File: config.mk
export PLATFORM = sky130hd
export DESIGN_NAME = prog_seq_counter
export DESIGN_NICKNAME = d
export VERILOG_FILES = /design/src/rtl/prog_seq_counter.sv
export SDC_FILE = /design/constraint.sdc
export NUM_CORES = 1
export LEC_CHECK = 0
export BUFFER_PORTS_ARGS = -buffer_cell sky130_fd_sc_hd__buf_2
export CORE_MARGIN = 1
export CORE_UTILIZATION = 50
export CTS_CLUSTER_SIZE = 25
export DETAILED_ROUTE_END_ITERATION = 16
export HOLD_SLACK_MARGIN = 0.12
export PLACE_DENSITY = 0.72
export SYNTH_ARGS = -nofsm -noshare
export SYNTH_HDL_FRONTEND = slang
export SYNTH_SLANG_ARGS = --single-unit
File: constraint.sdc
create_clock -name clk -period 2.4 [get_ports clk]
set_input_delay 0.36 -clock clk [delete_from_list [all_inputs] [get_ports clk]]
set_output_delay 0.36 -clock clk [all_outputs]
set_load 0.05 [all_outputs]
File: src/rtl/prog_seq_counter.sv
// prog_seq_counter: programmable table-driven sequence counter with direction, load, length and wrap strobe
module prog_seq_counter #(
    parameter int WIDTH = 4,
    parameter int DEPTH = 4,
    parameter int IDX_W = $clog2(DEPTH),
    parameter int LEN_W = $clog2(DEPTH + 1),
    parameter logic [DEPTH*WIDTH-1:0] INIT_SEQ = {4'hF, 4'hD, 4'hC, 4'h8}
) (
    input  logic             clk,
    input  logic             clr,
    input  logic             en,
    input  logic             dir,
    input  logic             load,
    input  logic [IDX_W-1:0] load_idx,
    input  logic             wr_en,
    input  logic [IDX_W-1:0] wr_addr,
    input  logic [WIDTH-1:0] wr_data,
    input  logic             len_wr,
    input  logic [LEN_W-1:0] len_val,
    output logic [WIDTH-1:0] q,
    output logic [IDX_W-1:0] idx,
    output logic             wrap
);
    localparam logic [LEN_W-1:0] DEPTH_L = LEN_W'(DEPTH);

    logic [WIDTH-1:0] tbl_q [DEPTH];
    logic [WIDTH-1:0] code_q, code_d;
    logic [IDX_W-1:0] idx_q, idx_d;
    logic [LEN_W-1:0] len_q, len_d;
    logic             wrap_q, wrap_d;
    logic             len_ok, wr_ok;

    assign len_ok = len_wr && len_val != '0 && len_val <= DEPTH_L;
    assign wr_ok  = wr_en && LEN_W'(wr_addr) < DEPTH_L;

    // next index/length/wrap by priority len_wr > load > en; q forwards a same-cycle write to the new index
    always_comb begin
        idx_d  = idx_q;
        len_d  = len_q;
        wrap_d = 1'b0;
        if (len_ok) begin
            len_d = len_val;
            idx_d = (LEN_W'(idx_q) >= len_val) ? '0 : idx_q;
        end else if (load) begin
            idx_d = (LEN_W'(load_idx) < len_q) ? load_idx : '0;
        end else if (en) begin
            wrap_d = dir ? (idx_q == '0) : (LEN_W'(idx_q) == len_q - 1'b1);
            idx_d  = wrap_d ? (dir ? IDX_W'(len_q - 1'b1) : '0)
                            : (dir ? idx_q - 1'b1 : idx_q + 1'b1);
        end
        code_d = (wr_ok && wr_addr == idx_d) ? wr_data : tbl_q[idx_d];
    end

    // state registers and table storage; clr restores the initial table and full length
    always_ff @(posedge clk) begin
        if (clr) begin
            for (int i = 0; i < DEPTH; i++) tbl_q[i] <= INIT_SEQ[i*WIDTH +: WIDTH];
            len_q  <= DEPTH_L;
            idx_q  <= '0;
            code_q <= INIT_SEQ[WIDTH-1:0];
            wrap_q <= 1'b0;
        end else begin
            if (wr_ok) tbl_q[wr_addr] <= wr_data;
            len_q  <= len_d;
            idx_q  <= idx_d;
            code_q <= code_d;
            wrap_q <= wrap_d;
        end
    end

    assign q    = code_q;
    assign idx  = idx_q;
    assign wrap = wrap_q;
endmodule

# Yosys cells after proc, flatten, opt, wreduce, memory -nomap -nowiden
# Memory sizes are Yosys's and may differ from the RTL's. A register that Yosys moved wholly into a read port is not among the register bits.
# Index checks and enable logic that the tools add are counted.
# word_totals
regBits	6
latch_bits	0
mem_bits_rw	16
rom_bits	0
input_bits	18
output_inout_bits	7
elab_cells	35
n_memories	1
# memory_table
name	words	width	read_ports	rd_ports_with_merged_regs	wr	line_no	text
tbl_q	4	4	1	1	4	26	logic [WIDTH-1:0] tbl_q [DEPTH];
# classes
addsub	3
multipliers	0
div_mod_pow	0
magnitude_cmp	3
n_eq_ne	1
shifts	0
n_mux	17
bitwise_logic	1
n_reduce_logical	6
# op_table
operator	n
$mux W2	9
$reduce_or A4 Y1	2
$mux W1	7
$mux W4	1
$eq A2 B3 Y1	1
$ge A2 B3 Y1	1
$le A3 B3 Y1 const B	1
$lt A2 B3 Y1	1
$reduce_bool A3 Y1	1
$sub A3 B1 Y3 const B	1
$add A2 B1 Y2 const B	1
$logic_and A1 B1 Y1	2
$logic_not A2 Y1	1
$sub A2 B1 Y2 const B	1
$not A1 Y1	1

# Longest topological paths before layout
# Gate-level depths: netlist of run 1.
# depth
word_depth	7
ltp_mapped	11
ltp_nobuf	10

# Least setup slack after synthesis of run 1
# Ideal clock, no wire load.
# synth_timing
kind	register to register
startpoint	reg idx_q[0], in the netlist idx[0]
endpoint	reg code_q[0], in the netlist q[0] (read register of tbl_q)
setup_ns	0.114
t_arrival_ns	2.665
t_required_ns	2.286
slack_ns	-0.380
path_stages_with_launch	12
n_path_buf	1
period_less_slack_ns	2.780
path_cell_list	dfxtp_1 > inv_1 > ha_1 > nand2b_1 > a21oi_1 > o311ai_0 > and2_1 > buf_6 > or3b_1 > o211ai_2 > mux2i_1 > nor2_1
# synth_between
elab_chain_cells	6
elab_cells_between_ends	12
cone_classes	add/sub (2); order compare (1); eq/ne (1); mux (7); reduce/logical (1)
# synth_lines
element	line_no	text
start: declaration	28	logic [IDX_W-1:0] idx_q, idx_d;
start signal: assignment	65	idx_q <= idx_d;
$add A2 B1 Y2 (tied with other cells)	49	: (dir ? idx_q - 1'b1 : idx_q + 1'b1);
$mux W2 or $mux W1 (tied branches)	49, 47	
$mux W2	48	idx_d = wrap_d ? (dir ? IDX_W'(len_q - 1'b1) : '0)
$mux W2	46	end else if (en) begin
$mux W2	44	end else if (load) begin
$mux W2 (*)	41	if (len_ok) begin
end: declaration	27	logic [WIDTH-1:0] code_q, code_d;
# Mark *: on every way between the ends. The rest lies on a longest branch, timed or not.
# A chain may end at the register's enable or synchronous reset.

# Worst setup path in the final report of run 1
# layout_timing
startpoint	reg idx_q[0], in the netlist idx[0]
endpoint	reg code_q[1], in the netlist q[1] (read register of tbl_q)
# The elaborated chain is that of the path after synthesis.

==> impl_metrics.env, run 1 <==
export IMPL_status="complete, but fails checks"
export IMPL_violations="setup timing"
export IMPL_synth_top_cells_by_count="16 x edfxtp_1, 14 x mux2i_1, 14 x nand2b_1"
export IMPL_finalHoldViolCount=0
export IMPL_numCtsBuffers=3
export IMPL_final_antenna_net_count=0
export IMPL_power_leakage_nw=0.846
export IMPL_grt_pass1_vias=1168
export IMPL_start_util=0.539
export IMPL_worstSetupEndpointType="register"
export IMPL_syn_area_mm2=0.00153
export IMPL_coreArea_mm2=0.00283
export IMPL_netlist_top_cells_area="edfxtp_1 32%, dfxtp_1 13%, mux2i_1 9.2%, nand2b_1 5.7%, ha_1 3.3%"
export IMPL_dp_cells=213
export IMPL_avgRoutedWirePerCell_um=15.9
export IMPL_overflow=0
export IMPL_timing_worst_setup_path_type="reg2reg"
export IMPL_finalNonFillerCells=221
export IMPL_die_x_um=57.2
export IMPL_fin_crit_sh=1.03
export IMPL_p_total_mw=1.21
export IMPL_drc=0
export IMPL_drt_iter0_drc=67
export IMPL_syn_area_per_cell_um2=10.9
export IMPL_rsz0062_at_grt="yes"
export IMPL_clock_sinks=26
export IMPL_diodes=0
export IMPL_fin_setup_tns_ps=-79.6
export IMPL_synth_top_area_frac=0.315
export IMPL_die_h_um=57.2
export IMPL_slew_viol_final=0
export IMPL_first_pass_iters=5
export IMPL_io_pins=25
export IMPL_antenna_found_initial=0
export IMPL_worstPathArrival_ps=2700
export IMPL_finalClockSkew_ps=8.74
export IMPL_root_buffer="clkbuf_4"
export IMPL_drt_total_wl_um=3510
export IMPL_cp_required_ps=2640
export IMPL_nets=213
export IMPL_fin_ws_ps=-60.6
export IMPL_clk_transition_reported_paths_ps=140
export IMPL_critPathSlowestCell="or3b_4"
export IMPL_postSynthCellCount=140
export IMPL_grt_max_degree=16
export IMPL_h_tree_depth=1
export IMPL_fp_row_count=19
export IMPL_cap_violations=0
export IMPL_dp_hpwl_um=2520
export IMPL_vias_per_cell=5.72
export IMPL_die_area_mm2=0.00328
export IMPL_crit_path_start_kind="register"
export IMPL_syn_to_final_growth_pct=32.2
export IMPL_grt_pass1_wl_um=5400
export IMPL_fmax_mhz=406
export IMPL_yosysSeqAreaShare=0.446
export IMPL_vias=1265
export IMPL_cts_tree="yes"
export IMPL_hp_class="in2reg"
export IMPL_synth_most_common_cell="edfxtp_1"
export IMPL_gp_congestion=0.816
export IMPL_tightest_slew_ps=413
export IMPL_fin_crit_ps=2460
export IMPL_power_density_mw_per_mm2=598
export IMPL_synth_edf_count=16
export IMPL_syn_num_nets=162
export IMPL_io_buffers=24
export IMPL_ir_drop_mv=0.635
export IMPL_critPathMaxFanout=4
export IMPL_clk_path_buf_depth=2
export IMPL_synth_flop_cell="edfxtp_1"
export IMPL_grtUsageTotal=0.219
export IMPL_max_stage_delay_ps=420
export IMPL_synth_seq_cells=26
export IMPL_drive_above_1_share=0.442
export IMPL_path_cells="inv_4 > ha_4 > nand2b_4 > a21oi_2 > o31a_2 > a211o_4 > or3b_4 > o211ai_4 > mux2i_1 > nor2_1"
export IMPL_insertion_delay_ps=330
export IMPL_critical_path_top_delay_family="compound AO/OA/AOI/OAI gates"
export IMPL_netlist_cell_type_count=46
export IMPL_synthArstFlopShare=0
export IMPL_crit_buf_inv=1
export IMPL_yosys_warnings=0
export IMPL_setup_viol=2
export IMPL_postCtsHoldBufs=0
export IMPL_yosysTopAreaCell="edfxtp_1"
export IMPL_slew_headroom=0.724
layer usage:
layer	wire length, um	track usage	part of all wire	up-vias
met5	0	0	0	-
met4	63	0.0627	0.018	0
met3	187	0.0499	0.053	9
met2	1710	0.333	0.49	39
met1	1550	0.317	0.44	603
li1	-	-	-	614
worst register-to-register path, delay by kind of cell (launching register included):
family / cells / cell delay (ps)
compound gates: 4 / 830
simple gates: 3 / 600
flops: 1 / 380
mux: 1 / 260
fa+ha+maj: 1 / 250
buf+inv: 1 / 50
sequential cells by signal, indices dropped and copies added, names as in the netlist:
register  flops
idx           2
len_q         3
wrap          1
q             4
tbl_q        16
what timing repair did:
action,4_1_cts,5_1_grt
resized for setup,6,9
buffers inserted,0,3
pin swaps,1,1
gates cloned,0,1
endpoints found under the setup margin,3,4
layout make-up:
type,instances,area (um^2)
well taps,31,38.8
clock inverters,1,30.0
clock buffers,3,22.5
fillers,222,812
multi-input cells,103,858
flip-flops and latches,26,693
repair buffers,50,345
inverters,7,28.8
through the flow:
| stage | hold slack, ps | setup WS, ps | utilization | instance area, um^2 |
|---|---|---|---|---|
| 3_5_place_dp | 496 | -147 | 0.652 | 1850 |
| 2_1_floorplan | 422 | 21.3 | - | 1550 |
| 3_3_place_gp | 483 | -58.4 | 0.652 | 1850 |
| 4_1_cts | 314 | 9.09 | 0.676 | 1910 |
| 5_1_grt | 339 | -144 | 0.713 | 2020 |
| 6_report | 344 | -60.6 | 0.713 | 2020 |
final timing paths:
path | slack, ps | from | to | cells past startpoint
min | 340 | wr_data[2] | q[2] | 3
min reg2reg | 520 | len_q[1] | len_q[1] | 2
max reg2reg | -60 | idx[0] | q[1] | 10
max | -60 | idx[0] | q[1] | 10
where the power goes:
group | switching (mW) | total (mW) | internal (mW)
sequential | 0.0180 | 0.529 | 0.511
clock | 0.129 | 0.299 | 0.169
combinational | 0.199 | 0.378 | 0.179
total | 0.346 | 1.21 | 0.860
logic make-up after synthesis:
family | count (synthesis) | share of synthesized area
compound gates | 25 | 0.131
xor+xnor | 6 | 0.0345
fa+ha+maj | 4 | 0.0328
buf+inv | 11 | 0.0435
flops | 26 | 0.446
mux | 15 | 0.109
simple gates | 53 | 0.203
placed cells by master, fill, tap and decap left out, types with 4 or more instances in the layout:
cell type | synthesis | layout
a21oi_1 | 6 | 5
and2_1 | 7 | 6
buf_2 | 0 | 24
buf_4 | 2 | 24
dfxtp_1 | 10 | 6
edfxtp_1 | 16 | 16
inv_1 | 7 | 4
mux2i_1 | 14 | 12
nand2_1 | 5 | 5
nand2b_1 | 14 | 13
nor2_1 | 10 | 10
xor2_1 | 4 | 4
No activity file was read; power rests on OpenSTA's default activity.
==> inputs of run 2 (changes only) <==
--- a/config.mk
+++ b/config.mk
@@ -12,6 +12,7 @@
 export DETAILED_ROUTE_END_ITERATION = 16
 export HOLD_SLACK_MARGIN = 0.12
 export PLACE_DENSITY = 0.72
+export RECOVER_POWER = 100
 export SYNTH_ARGS = -nofsm -noshare
 export SYNTH_HDL_FRONTEND = slang
 export SYNTH_SLANG_ARGS = --single-unit
==> run 2 against run 1 <==
Effect of this change:
- the flow still finishes with violations (setup timing)
- combinational power is essentially flat
- global-route usage is the same
- worst setup slack is essentially flat
- sequential share of layout area grew 0.064 points
- routed wire length shrank 0.20%
- non-clock buffer count is the same
- clock skew is essentially flat
- critical path depth is the same
- critical endpoint unchanged
==> impl_metrics.env, run 2 (same netlist as run 1, synthesis figures left out) <==
export IMPL_clk_transition_reported_paths_ps=140
export IMPL_fin_setup_tns_ps=-79.1
export IMPL_timing_worst_setup_path_type="reg2reg"
export IMPL_violations="setup timing"
export IMPL_postCtsHoldBufs=0
export IMPL_nets=213
export IMPL_p_int_uw=858
export IMPL_gp_congestion=0.816
export IMPL_clock_sinks=26
export IMPL_grt_pass1_vias=1168
export IMPL_diodes=0
export IMPL_slew_viol_final=0
export IMPL_numCtsBuffers=3
export IMPL_coreArea_mm2=0.00283
export IMPL_cap_violations=0
export IMPL_largest_reg_flops=16
export IMPL_power_leakage_nw=0.843
export IMPL_worstSetupEndpointType="register"
export IMPL_finalHoldViolCount=0
export IMPL_drive_above_1_share=0.437
export IMPL_largest_register="tbl_q"
export IMPL_p_total_mw=1.20
export IMPL_final_util=0.712
export IMPL_layout_cell_area_non_filler_mm2=0.00201
export IMPL_fin_ws_ps=-60.3
export IMPL_grtUsageTotal=0.219
export IMPL_grt_pass1_wl_um=5400
export IMPL_first_pass_iters=5
export IMPL_grt_max_degree=16
export IMPL_status="complete, but fails checks"
export IMPL_root_buffer="clkbuf_4"
export IMPL_die_h_um=57.2
export IMPL_layout_common_cells="24 x buf_2, 23 x buf_4, 16 x edfxtp_1"
export IMPL_cts_tree="yes"
export IMPL_critPathMaxFanout=4
export IMPL_finalClockSkew_ps=8.65
export IMPL_whs_ps=345
export IMPL_hp_class="in2reg"
export IMPL_fmax_mhz=406
export IMPL_p_seq_frac=0.440
export IMPL_path_cells="inv_4 > ha_4 > nand2b_4 > a21oi_2 > o31a_2 > a211o_4 > or3b_4 > o211ai_4 > mux2i_1 > nor2_1"
export IMPL_dp_hpwl_um=2520
export IMPL_cp_required_ps=2640
export IMPL_antenna_found_initial=0
export IMPL_syn_to_final_growth_pct=32.0
export IMPL_switching_share=0.287
export IMPL_vias_per_cell=5.74
export IMPL_final_antenna_net_count=0
export IMPL_insertion_delay_ps=330
export IMPL_final_common_cell="buf_2"
export IMPL_critPathSlowestCell="or3b_4"
export IMPL_io_pins=25
export IMPL_fp_row_count=19
export IMPL_worstPathArrival_ps=2700
export IMPL_vias=1269
export IMPL_max_stage_delay_ps=420
export IMPL_start_util=0.539
export IMPL_die_area_mm2=0.00328
export IMPL_crit_path_start_kind="register"
export IMPL_die_x_um=57.2
export IMPL_rsz0062_at_grt="yes"
export IMPL_p_clk_frac=0.248
export IMPL_h_tree_depth=1
export IMPL_switchingPower_uw=346
export IMPL_clk_path_buf_depth=2
export IMPL_avgRoutedWirePerCell_um=15.8
export IMPL_drc=0
export IMPL_tightest_slew_ps=413
export IMPL_drt_total_wl_um=3500
export IMPL_place_area_mm2=0.00185
export IMPL_overflow=0
export IMPL_ir_drop_mv=0.635
export IMPL_io_buffers=24
export IMPL_setup_viol=2
export IMPL_fin_crit_sh=1.03
export IMPL_power_density_mw_per_mm2=598
export IMPL_p_comb_frac=0.313
export IMPL_slew_headroom=0.724
export IMPL_fin_crit_ps=2460
export IMPL_drt_iter0_drc=68
-- run 2: worst paths after layout --
path	startpoint	end	slack (ps)	cells after the start
min reg2reg	len_q[1]	len_q[1]	520	2
max	idx[0]	q[1]	-60	10
min	wr_data[2]	q[2]	340	3
max reg2reg	idx[0]	q[1]	-60	10
-- run 2: area by class of cell --
class | count | area, um^2
multi-input combinational | 103 | 858
sequential | 26 | 693
fill | 222 | 816
clock buffer | 3 | 22.5
timing repair buffer | 50 | 342
inverter | 7 | 28.8
clock inverter | 1 | 30.0
tap | 31 | 38.8
-- run 2: timing repair --
item	in CTS	in global routing
buffers inserted	0	3
pin swaps	1	1
cloned	0	1
gates resized for setup	6	9
setup endpoints to repair	3	4
-- run 2: worst max-delay path: cells and delay by family (launching register included) --
kind                     cells  cell delay [ps]
AND/OR/NAND/NOR              3              600
adder cells (fa/ha/maj)      1              250
flip-flops                   1              380
AO/OA/AOI/OAI                4              820
multiplexers                 1              260
buffers and inverters        1               50
-- run 2: power by group through the flow --
stage                     Clock [mW]  Combinational, mW  Sequential [mW]
after floorplan                    0              0.167            0.582
after global placement             0              0.315            0.536
after detailed placement           0              0.325            0.537
after CTS                      0.303              0.333            0.528
after global routing           0.314              0.405            0.533
final                          0.298              0.376            0.529
-- run 2: metrics by stage --
stage          setup WS [ps]  std cells
6_report               -60.3        221
5_1_grt                 -144        221
4_1_cts                 9.09        217
3_5_place_dp            -147        213
3_3_place_gp           -58.4        213
2_1_floorplan           21.3        140
-- run 2: routing by layer --
metal	GRT usage	routed length, um
met1	0.317	1540
met2	0.333	1700
met3	0.0499	192
met4	0.0627	63
met5	0	0
==> inputs of run 3 (changes only) <==
--- a/config.mk
+++ b/config.mk
@@ -10,7 +10,6 @@
 export CORE_UTILIZATION = 50
 export CTS_CLUSTER_SIZE = 25
 export DETAILED_ROUTE_END_ITERATION = 16
-export HOLD_SLACK_MARGIN = 0.12
 export PLACE_DENSITY = 0.72
 export RECOVER_POWER = 100
 export SYNTH_ARGS = -nofsm -noshare
==> constraint.sdc (replaced) <==
create_clock -name clk -period 2.1 [get_ports clk]
set_input_delay 0.315 -clock clk [delete_from_list [all_inputs] [get_ports clk]]
set_output_delay 0.315 -clock clk [all_outputs]
set_load 0.05 [all_outputs]
==> run 3 against run 2 <==
Effect of this change:
- the flow still finishes with violations (setup timing)
- worst setup slack lost 200 ps
- clock skew grew 10 ps
- first-iteration DRC count shrank 10%
- die area is the same
- via count grew 1.3%
- maximum frequency grew 4.2%
- sequential power grew 15%
- combinational power grew 7.4%
- routed wire length grew 1.7%
- register-to-register slack lost 200 ps
- sequential cell count is the same
- critical endpoint is now q[2]
==> impl_metrics.env, run 3 (same netlist as run 1, synthesis figures left out) <==
export IMPL_gp_congestion=0.826
export IMPL_drive_above_1_share=0.390
export IMPL_largest_register="tbl_q"
export IMPL_overflow=0
export IMPL_diodes=0
export IMPL_coreArea_mm2=0.00283
export IMPL_r2r_start="len_q[1]"
export IMPL_worstHoldStart="len_val[0]"
export IMPL_vias_per_cell=5.69
export IMPL_die_h_um=57.2
export IMPL_critPathMaxFanout=4
export IMPL_grtUsageTotal=0.242
export IMPL_finalClockSkew_ps=18.9
export IMPL_avgRoutedWirePerCell_um=15.7
export IMPL_largest_reg_flops=16
export IMPL_ff2ff_setup_slack_ps=-260
export IMPL_grt_pass1_vias=1283
export IMPL_h_tree_depth=1
export IMPL_path_cells="inv_2 > ha_4 > xor2_1 > and4b_1 > o32a_1 > and2_4 > or3b_4 > o211ai_4 > mux2i_1 > nor2_1"
export IMPL_drc=0
export IMPL_violations="setup timing"
export IMPL_die_x_um=57.2
export IMPL_fmax_mhz=424
export IMPL_critical_path_top_delay_family="simple AND/OR/NAND/NOR gates"
export IMPL_insertion_delay_ps=340
export IMPL_num_fill_cells=235
export IMPL_rsz0062_at_grt="yes"
export IMPL_slew_viol_final=0
export IMPL_fp_row_count=19
export IMPL_numCtsBuffers=3
export IMPL_timing_worst_setup_path_type="reg2reg"
export IMPL_crit_buf_inv=1
export IMPL_root_buffer="clkbuf_4"
export IMPL_grt_max_degree=16
export IMPL_layout_common_cells="25 x buf_4, 16 x buf_2, 16 x edfxtp_1"
export IMPL_clock_sinks=26
export IMPL_postCtsHoldBufs=0
export IMPL_tightest_slew_ps=596
export IMPL_status="complete, but fails checks"
export IMPL_io_buffers=24
export IMPL_nets=218
export IMPL_cap_violations=0
export IMPL_clk_path_buf_depth=2
export IMPL_finalHoldViolCount=0
export IMPL_antenna_found_initial=0
export IMPL_whs_ps=260
export IMPL_syn_to_final_growth_pct=29.8
export IMPL_ir_drop_mv=0.354
export IMPL_fin_crit_sh=1.12
export IMPL_startpoint="len_q[1]"
export IMPL_final_antenna_net_count=0
export IMPL_cts_tree="yes"
export IMPL_drt_total_wl_um=3560
export IMPL_first_pass_iters=4
export IMPL_start_util=0.539
export IMPL_slew_headroom=0.604
export IMPL_dp_hpwl_um=2720
export IMPL_power_leakage_nw=0.812
export IMPL_fin_crit_ps=2360
export IMPL_worstSetupEndpointType="register"
export IMPL_critPathSlowestCell="or3b_4"
export IMPL_cp_required_ps=2340
export IMPL_worstPathArrival_ps=2600
export IMPL_grt_pass1_wl_um=5930
export IMPL_hp_class="in2reg"
export IMPL_final_common_cell="buf_4"
export IMPL_drt_iter0_drc=61
export IMPL_power_density_mw_per_mm2=689
export IMPL_p_total_mw=1.36
export IMPL_io_pins=25
export IMPL_clk_transition_reported_paths_ps=160
export IMPL_max_stage_delay_ps=400
export IMPL_fin_ws_ps=-261
export IMPL_crit_path_start_kind="register"
export IMPL_die_area_mm2=0.00328
export IMPL_setup_viol=4
export IMPL_vias=1286
-- run 3: cell count changes in the layout (fill, tap and decap cells not counted), moves of 2 or more --
cell,previous run,this run
clkbuf_1,1,12
buf_4,23,25
buf_2,24,16
and2_0,0,3
inv_2,2,4
and2_1,6,3
buf_6,0,2
-- run 3: where the power goes --
group | switching, mW | internal (mW)
clock | 0.161 | 0.193
combinational | 0.218 | 0.186
sequential | 0.0212 | 0.585
total | 0.400 | 0.964
-- run 3: per-layer routing --
layer | global-route usage | part of all wire
met4 | 0.0801 | 0.016
met1 | 0.311 | 0.43
met2 | 0.415 | 0.50
met3 | 0.0431 | 0.048
met5 | 0 | 0
-- run 3: worst paths after layout --
path,to,cells past startpoint
worst max-delay path,q[2],10
worst min-delay path,len_q[0],3
worst max register to register,q[2],10
worst min register to register,len_q[1],2
-- run 3: worst reg2reg max path, stage by stage (launching register included) --
cell and delay (ps):
dfxtp_2 370, inv_2 50, ha_4 240, xor2_1 130
and4b_1 170, o32a_1 350, and2_4 160, or3b_4 400
o211ai_4 110, mux2i_1 220, nor2_1 60
-- run 3: area by class of cell --
cell class / count / area [um^2] / share of cell area
Inverter: 7 / 26.3 / 0.0133
Clock buffer: 3 / 22.5 / 0.0114
Sequential cell: 26 / 693 / 0.350
Timing Repair Buffer: 55 / 335 / 0.169
Clock inverter: 1 / 30.0 / 0.0152
Multi-Input combinational cell: 103 / 833 / 0.421
Tap cell: 31 / 38.8 / 0.0196
-- run 3: timing repair --
item | 4_1_cts | 5_1_grt
pin swaps | 5 | 8
resized for setup | 7 | 6
setup buffers | 1 | 1
setup endpoints to repair | 4 | 4
endpoints found under the hold margin | 0 | 0
-- run 3: metrics by stage --
stage / TNS, ps / instance area, um^2 / util / instances / setup slack (ps)
6_report: -956 / 1980 / 0.700 / 226 / -261
5_1_grt: -1330 / 1980 / 0.700 / 226 / -363
4_1_cts: -922 / 1970 / 0.698 / 225 / -246
3_5_place_dp: -1170 / 1890 / 0.667 / 220 / -330
3_3_place_gp: -975 / 1890 / 0.667 / 220 / -279
2_1_floorplan: -1010 / 1550 / - / 140 / -269
